`src/rtl/hazard5_bus_interface.sv`:
```
// Hazard5 AHB-Lite master port: arbitrates the instruction fetch and load/store
// address requests onto one bus, tracks data-phase ownership and routes
// responses (read data, completion, bus error) back to the owning requestor.
module hazard5_bus_interface #(
    parameter int W_ADDR = 32,
    parameter int W_DATA = 32
) (
    input  logic              clk,
    input  logic              rst,

    input  logic [W_ADDR-1:0] f_addr,
    input  logic              f_size,
    input  logic              f_addr_vld,
    output logic              f_addr_rdy,
    output logic [W_DATA-1:0] f_data,
    output logic              f_data_vld,
    output logic              f_data_err,

    input  logic [W_ADDR-1:0] d_addr,
    input  logic [1:0]        d_size,
    input  logic              d_write,
    input  logic [W_DATA-1:0] d_wdata,
    input  logic              d_addr_vld,
    output logic              d_addr_rdy,
    output logic [W_DATA-1:0] d_rdata,
    output logic              d_data_vld,
    output logic              d_data_err,

    output logic [W_ADDR-1:0] ahblm_haddr,
    output logic              ahblm_hwrite,
    output logic [1:0]        ahblm_htrans,
    output logic [2:0]        ahblm_hsize,
    output logic [2:0]        ahblm_hburst,
    output logic [3:0]        ahblm_hprot,
    output logic              ahblm_hmastlock,
    input  logic              ahblm_hready,
    input  logic              ahblm_hresp,
    output logic [W_DATA-1:0] ahblm_hwdata,
    input  logic [W_DATA-1:0] ahblm_hrdata
);

    typedef enum logic [1:0] {
        GNT_NONE = 2'd0,
        GNT_F    = 2'd1,
        GNT_D    = 2'd2
    } grant_t;

    localparam logic [1:0] HTRANS_IDLE   = 2'b00;
    localparam logic [1:0] HTRANS_NONSEQ = 2'b10;

    grant_t            grant_s;
    grant_t            grant_r;
    logic              aph_hold_r;
    logic              dph_f_r;
    logic              dph_d_r;
    logic [W_DATA-1:0] hwdata_r;
    logic              err_cancel_s;
    logic              bus_req_s;
    logic              f_acc_s;
    logic              d_acc_s;

    // Fetch size is word/halfword only; encode as AHB HSIZE.
    function automatic logic [2:0] fetch_hsize(input logic size_word);
        return {1'b0, size_word, !size_word};
    endfunction

    // Cancel the pending address during the first cycle of a two-cycle error response.
    assign err_cancel_s = (dph_f_r || dph_d_r) && ahblm_hresp && !ahblm_hready;

    // Arbitration: a stalled address phase keeps its owner, otherwise data beats fetch.
    always_comb begin
        grant_s = GNT_NONE;
        if (aph_hold_r) begin
            grant_s = grant_r;
        end else if (d_addr_vld) begin
            grant_s = GNT_D;
        end else if (f_addr_vld) begin
            grant_s = GNT_F;
        end else begin
            grant_s = GNT_NONE;
        end
    end

    // Address-phase mux: drive address attributes from the granted requestor.
    always_comb begin
        ahblm_haddr  = {W_ADDR{1'b0}};
        ahblm_hwrite = 1'b0;
        ahblm_hsize  = 3'b000;
        ahblm_hprot  = 4'b0010;
        case (grant_s)
            GNT_F: begin
                ahblm_haddr  = f_addr;
                ahblm_hwrite = 1'b0;
                ahblm_hsize  = fetch_hsize(f_size);
                ahblm_hprot  = 4'b0010;
            end
            GNT_D: begin
                ahblm_haddr  = d_addr;
                ahblm_hwrite = d_write;
                ahblm_hsize  = {1'b0, d_size};
                ahblm_hprot  = 4'b0011;
            end
            default: begin
                ahblm_haddr  = {W_ADDR{1'b0}};
                ahblm_hwrite = 1'b0;
                ahblm_hsize  = 3'b000;
                ahblm_hprot  = 4'b0010;
            end
        endcase
    end

    assign bus_req_s       = (grant_s != GNT_NONE) && !err_cancel_s && !rst;
    assign ahblm_htrans    = bus_req_s ? HTRANS_NONSEQ : HTRANS_IDLE;
    assign ahblm_hburst    = 3'b000;
    assign ahblm_hmastlock = 1'b0;
    assign ahblm_hwdata    = hwdata_r;

    assign f_acc_s    = bus_req_s && (grant_s == GNT_F) && ahblm_hready;
    assign d_acc_s    = bus_req_s && (grant_s == GNT_D) && ahblm_hready;
    assign f_addr_rdy = f_acc_s;
    assign d_addr_rdy = d_acc_s;

    assign f_data     = ahblm_hrdata;
    assign d_rdata    = ahblm_hrdata;
    assign f_data_vld = dph_f_r && ahblm_hready && !ahblm_hresp && !rst;
    assign f_data_err = dph_f_r && ahblm_hready &&  ahblm_hresp && !rst;
    assign d_data_vld = dph_d_r && ahblm_hready && !ahblm_hresp && !rst;
    assign d_data_err = dph_d_r && ahblm_hready &&  ahblm_hresp && !rst;

    // Bus state: address hold across stalls, data-phase ownership, store data register.
    always_ff @(posedge clk or posedge rst) begin
        if (rst) begin
            aph_hold_r <= 1'b0;
            grant_r    <= GNT_NONE;
            dph_f_r    <= 1'b0;
            dph_d_r    <= 1'b0;
            hwdata_r   <= {W_DATA{1'b0}};
        end else begin
            aph_hold_r <= (ahblm_htrans != HTRANS_IDLE) && !ahblm_hready;
            grant_r    <= grant_s;
            if (ahblm_hready) begin
                dph_f_r <= f_acc_s;
                dph_d_r <= d_acc_s;
            end
            if (d_acc_s && d_write) begin
                hwdata_r <= d_wdata;
            end
        end
    end

endmodule

```
`config.mk`:
```
export PLATFORM = sky130hd
export DESIGN_NAME = hazard5_bus_interface
export DESIGN_NICKNAME = d
export VERILOG_FILES = /design/src/rtl/hazard5_bus_interface.sv
export SDC_FILE = /design/constraint.sdc
export NUM_CORES = 1
export LEC_CHECK = 0
export ABC_CLOCK_PERIOD_IN_PS = 4600
export CORE_AREA = 5 5 108 110
export CTS_CLUSTER_DIAMETER = 30
export DETAILED_ROUTE_END_ITERATION = 12
export DIE_AREA = 0 0 113 115
export PLACE_DENSITY = 0.8
export SLEW_MARGIN = 20
export SYNTH_ARGS = -nofsm -noshare
export SYNTH_HDL_FRONTEND = slang
export SYNTH_SLANG_ARGS = --single-unit
```
`constraint.sdc`:
```
create_clock -name clk -period 4.6 [get_ports clk]
set_input_delay 0.92 -clock clk [delete_from_list [all_inputs] [get_ports clk]]
set_output_delay 0.92 -clock clk [all_outputs]
set_load 0.1 [all_outputs]
```
# Yosys cells after proc, flatten, opt, wreduce, memory -nomap -nowiden
# Index checks and enable logic that the tools add are counted.
[word_totals] elab_cells=43 in_bits=138 ff_bits=37
[classes] n_reduce_logical=28 n_mux=8 eq_ne=2
[op_table] operator="case mux 32 bit (2 select lines)" n=1
[op_table] operator="logical AND 1 bit" n=20
[op_table] operator="two-way mux 2 bit" n=3
[op_table] operator="logical NOT 1 bit" n=5
[op_table] operator="case mux 2 bit (2 select lines)" n=1
[op_table] operator="nonzero test 2 bit" n=2
[op_table] operator="two-way mux 1 bit" n=3
[op_table] operator="== test 2 x 1 -> 1 bit (second input constant)" n=1
[op_table] operator="== test 2 bit (second input constant)" n=1
[op_table] operator="logical OR 1 bit" n=1

# Depth between registers and ports, before layout
[depth] depth_word=9 ltp_mapped=10 depth_no_buf=7

# Least setup slack after synthesis
# Ideal clock, no wire load.
[synth_path] path_kind="input -> output" start="in d_addr_vld" end="out ahblm_hsize[0]" path_buffers=2 t_required_ns=3.680 arrival_time_ns=4.116 stages=8 path_slack_ns=-0.436 path_cell_list="nor2_1 a22o_1 inv_1 ha_1 buf_6 clkbuf_1 nand2_1 a21oi_1"
[synth_via] elab_chain_len=4 word_cells_on_any_way=5 cone_classes="eq/ne: 2; mux: 3"
[synth_lines] item="start, declared" line="23" text="input logic d_addr_vld,"
[synth_lines] item="two-way mux 2 bit (*)" line="75" text="end else if (d_addr_vld) begin"
[synth_lines] item="two-way mux 2 bit (*)" line="73" text="if (aph_hold_r) begin"
[synth_lines] item="net grant_s[0]" line="51" text="grant_t grant_s;"
[synth_lines] item="== test 2 bit / == test 2 x 1 -> 1 bit (equally long branches)" line="90" text="case (grant_s)"
[synth_lines] item="case mux 2 bit (2 select lines) (*)" line="90"
[synth_lines] item="end, declared" line="32" text="output logic [2:0] ahblm_hsize,"
# The timed path passes the listed nets; every way through them passes the cells marked *.

# Worst setup path in the final report
[layout_path] start="in d_addr_vld" end="out ahblm_haddr[15]"
[layout_via] elab_chain_len=4 word_cells_on_any_way=5 cone_classes="eq/ne: 2; mux: 3"
[layout_lines] item="two-way mux 2 bit (*)" line="75"
[layout_lines] item="two-way mux 2 bit (*)" line="73"
[layout_lines] item="net grant_s[0]" line="51"
[layout_lines] item="== test 2 bit / == test 2 x 1 -> 1 bit (equally long branches)" line="90"
[layout_lines] item="case mux 32 bit (2 select lines) (*)" line="90"
[layout_lines] item="end, declared" line="29" text="output logic [W_ADDR-1:0] ahblm_haddr,"
# Marked as above.

==> results.md <==
- Total core area: between 10000 and 15000 sq um
- Nets: 506
- Pins over their slew limit: 0
- Syn Area/Cell: around 10 sq um
- Die Wd: 113 um
- Ranking of synthesized cells by area: dfrtp_1, buf_4, mux2_4
- Row cnt: 38
- Setup bufs post-CTS: 0
- Synthesized cell area: ~2700 sq um
- Peak VDD IR: 0.0004124 V
- Number of remaining DRC errors: 0
- R2R Path Start: aph_hold_r
- Critical path arrival: 2.92 ns
- Drt initial violations: 82
- Reg-to-reg slack, setup: approximately 1.9 ns
- Tmin final: 3.844 ns
- Hold-fix buffers at CTS: 0
- Synth Register Bits: 37
- Tot Pwr: 2.258 mW
- Layout Utilization: 42.80%
- Fin Setup TNS: 0 ns
- Register Area: around 900 sq um
- Critical Path RT: ~3.7 ns
- Drt wl/cell: 20.31 um
- DRT antenna net count: 0
- Vias in the first global route: 2390
- Die height: 115 um
- Sequential share of the synthesized area: between 30% and 40%
- Grt total ovfl: 0
- RSZ-0062 raised after global routing: false
- Leak: 1.900 nW
- Setup slack after layout: around 0.76 ns
- Layout area overhead: 70.92%
- Number of antenna diodes: 0
- Global Route Usage Sum: around 15%
- Worst-Skew Late Latency: approximately 0.28 ns
- Worst hold start: ahblm_hwdata[29]
- Area of the multi-input gates: 1140 sq um
- Hold path endpoint: ahblm_hwdata[29]
- Clk slew on worst S/H paths: 0.07 ns
- Max Root-Sink Buffers: 2
- Worst hold path cell count: 1
- IO Port Bufs: 180
- Num CTS Buffers: 5
- Inst Count DP: 498
- Initial Util: 25.04%
- Status: complete, no violations
- Worst-margin pin slew: 1.004 ns
- Design Area, Final: 4538 sq um
- Post-DP HPWL: 8.680 mm
- Commonest non-fill, non-tap cells in the layout: clkdlybuf4s50_1, buf_12, dfrtp_1
- Pwr/cell area: 497.6 nW/um^2
- # fillers: between 900 and 1000
- H-Tree Depth: 2
- CTS sink cnt: 37
- Hold slack: 0.5105 ns
- R2R cell count: 7
- Ys Warns: 0
- Initial antenna violation count: 0
- Total vias in the final route: ~2200
- Commonest non-fill, non-tap cell in the layout: clkdlybuf4s50_1
- Fin. Hold Viols: 0
- Layout cells sized above 1: around a third
- Synthesized instance count: 257
- Dominant cell type by area after synthesis: dfrtp_1
- Full die area: between 10000 and 15000 sq um
- TritonRoute pass-1 iters: 4
- First-pass GRT wire length: 14.83 mm
- Yosys top cell area share: 34.87%
- Post-Layout Cell Count: 506
- Setup Skew: about 0.0024 ns
- Post_cts resized: 0
- Final setup fails: 0
- Class of the worst hold path: flip-flop to flip-flop
- Crit end category: primary output
- CP max FO: 37
- Pre-CTS setup slack: ~0.75 ns
- Fmax: 260.2 MHz
- Root Buffer: clkbuf_8
- Slew margin rel.: 32.83%
- Yosys cell types: 24
- Critical path class: input port to primary output
- Final wirelength: 10.28 mm
- CTS tree: yes
- IO Pins: 286
- R2r endpoint: ahblm_hwdata[11]
- Part of the cycle the worst path needs: 83.56%
- Routability congestion estimate: roughly 0.82
- DR vias/cell: approximately 4.4
- Max Cap Viol: 0
- Startpoint Class: input port
- Largest net degree at the start of global routing: 38
- Cell area after placement: 4456 sq um
-- worst max-delay path by stage --
stage                           from         endpoint  cells past startpoint
after floorplan           d_addr_vld  ahblm_haddr[27]                      7
after global placement    d_addr_vld  ahblm_haddr[15]                      9
after detailed placement  d_addr_vld  ahblm_haddr[15]                      9
after CTS                 d_addr_vld  ahblm_haddr[15]                      9
after global routing      d_addr_vld  ahblm_haddr[28]                      9
final                     d_addr_vld  ahblm_haddr[15]                      9
-- state kept, by name, summed over array words and instances (netlist names) --
name,flops
ahblm_hwdata,32
grant_r,2
aph_hold_r,1
dph_d_r,1
dph_f_r,1
-- layout make-up --
class | count | area share (%)
Timing Repair Buffer | 184 | 48.47
Multi-Input combinational cell | 133 | 25.12
Sequential cell | 37 | 20.40
Tap cell | 140 | 3.860
Clock buffer | 6 | 1.599
Inverter | 4 | 0.3309
Clock inverter | 2 | 0.2206
-- layer usage --
metal,wire length [um],vias up,global-route usage (%)
met5,0,-,0
met4,201,0,4.407
met3,1289,13,7.105
met2,5211,185,27.37
met1,3577,1014,15.37
li1,-,1002,-
-- critical path, stage by stage --
cell and delay [ns]:
clkdlybuf4s50_1 0.49, nor2_1 0.05, a22o_1 0.23, inv_1 0.08, ha_1 0.14, buf_4 0.36, a22oi_1 0.20, nor2_2 0.22
buf_12 0.20
-- Yosys cell counts --
master and number:
a22oi_1 33, mux2_2 3, dfrtp_1 37, a22o_1 1, nor2_1 37, and2_4 1
buf_6 2, nand2b_1 1, nand2_1 3, nor2b_1 1, o211a_1 1, and3_4 1
inv_1 4, and3_1 4, a21oi_1 1, ha_1 3, clkbuf_1 11, mux2_4 30
nor4_1 1, buf_12 3, conb_1 2, a21o_1 2, buf_4 74, nor3_1 1
-- power breakdown --
group / switching [mW] / internal (mW) / total, mW
sequential: 0.0507 / 0.418 / 0.468
clock: 0.101 / 0.105 / 0.206
combinational: 1.11 / 0.472 / 1.58
-- kinds of logic after synthesis --
family	Yosys count	share of synthesized area, %
other cells	2	0.2829
simple gates	50	8.247
fa+ha+maj	3	1.414
mux	33	18.24
buf+inv	94	26.15
flops	37	34.87
compound gates	38	10.79
Note: power is estimated with default switching activity, not from simulation.
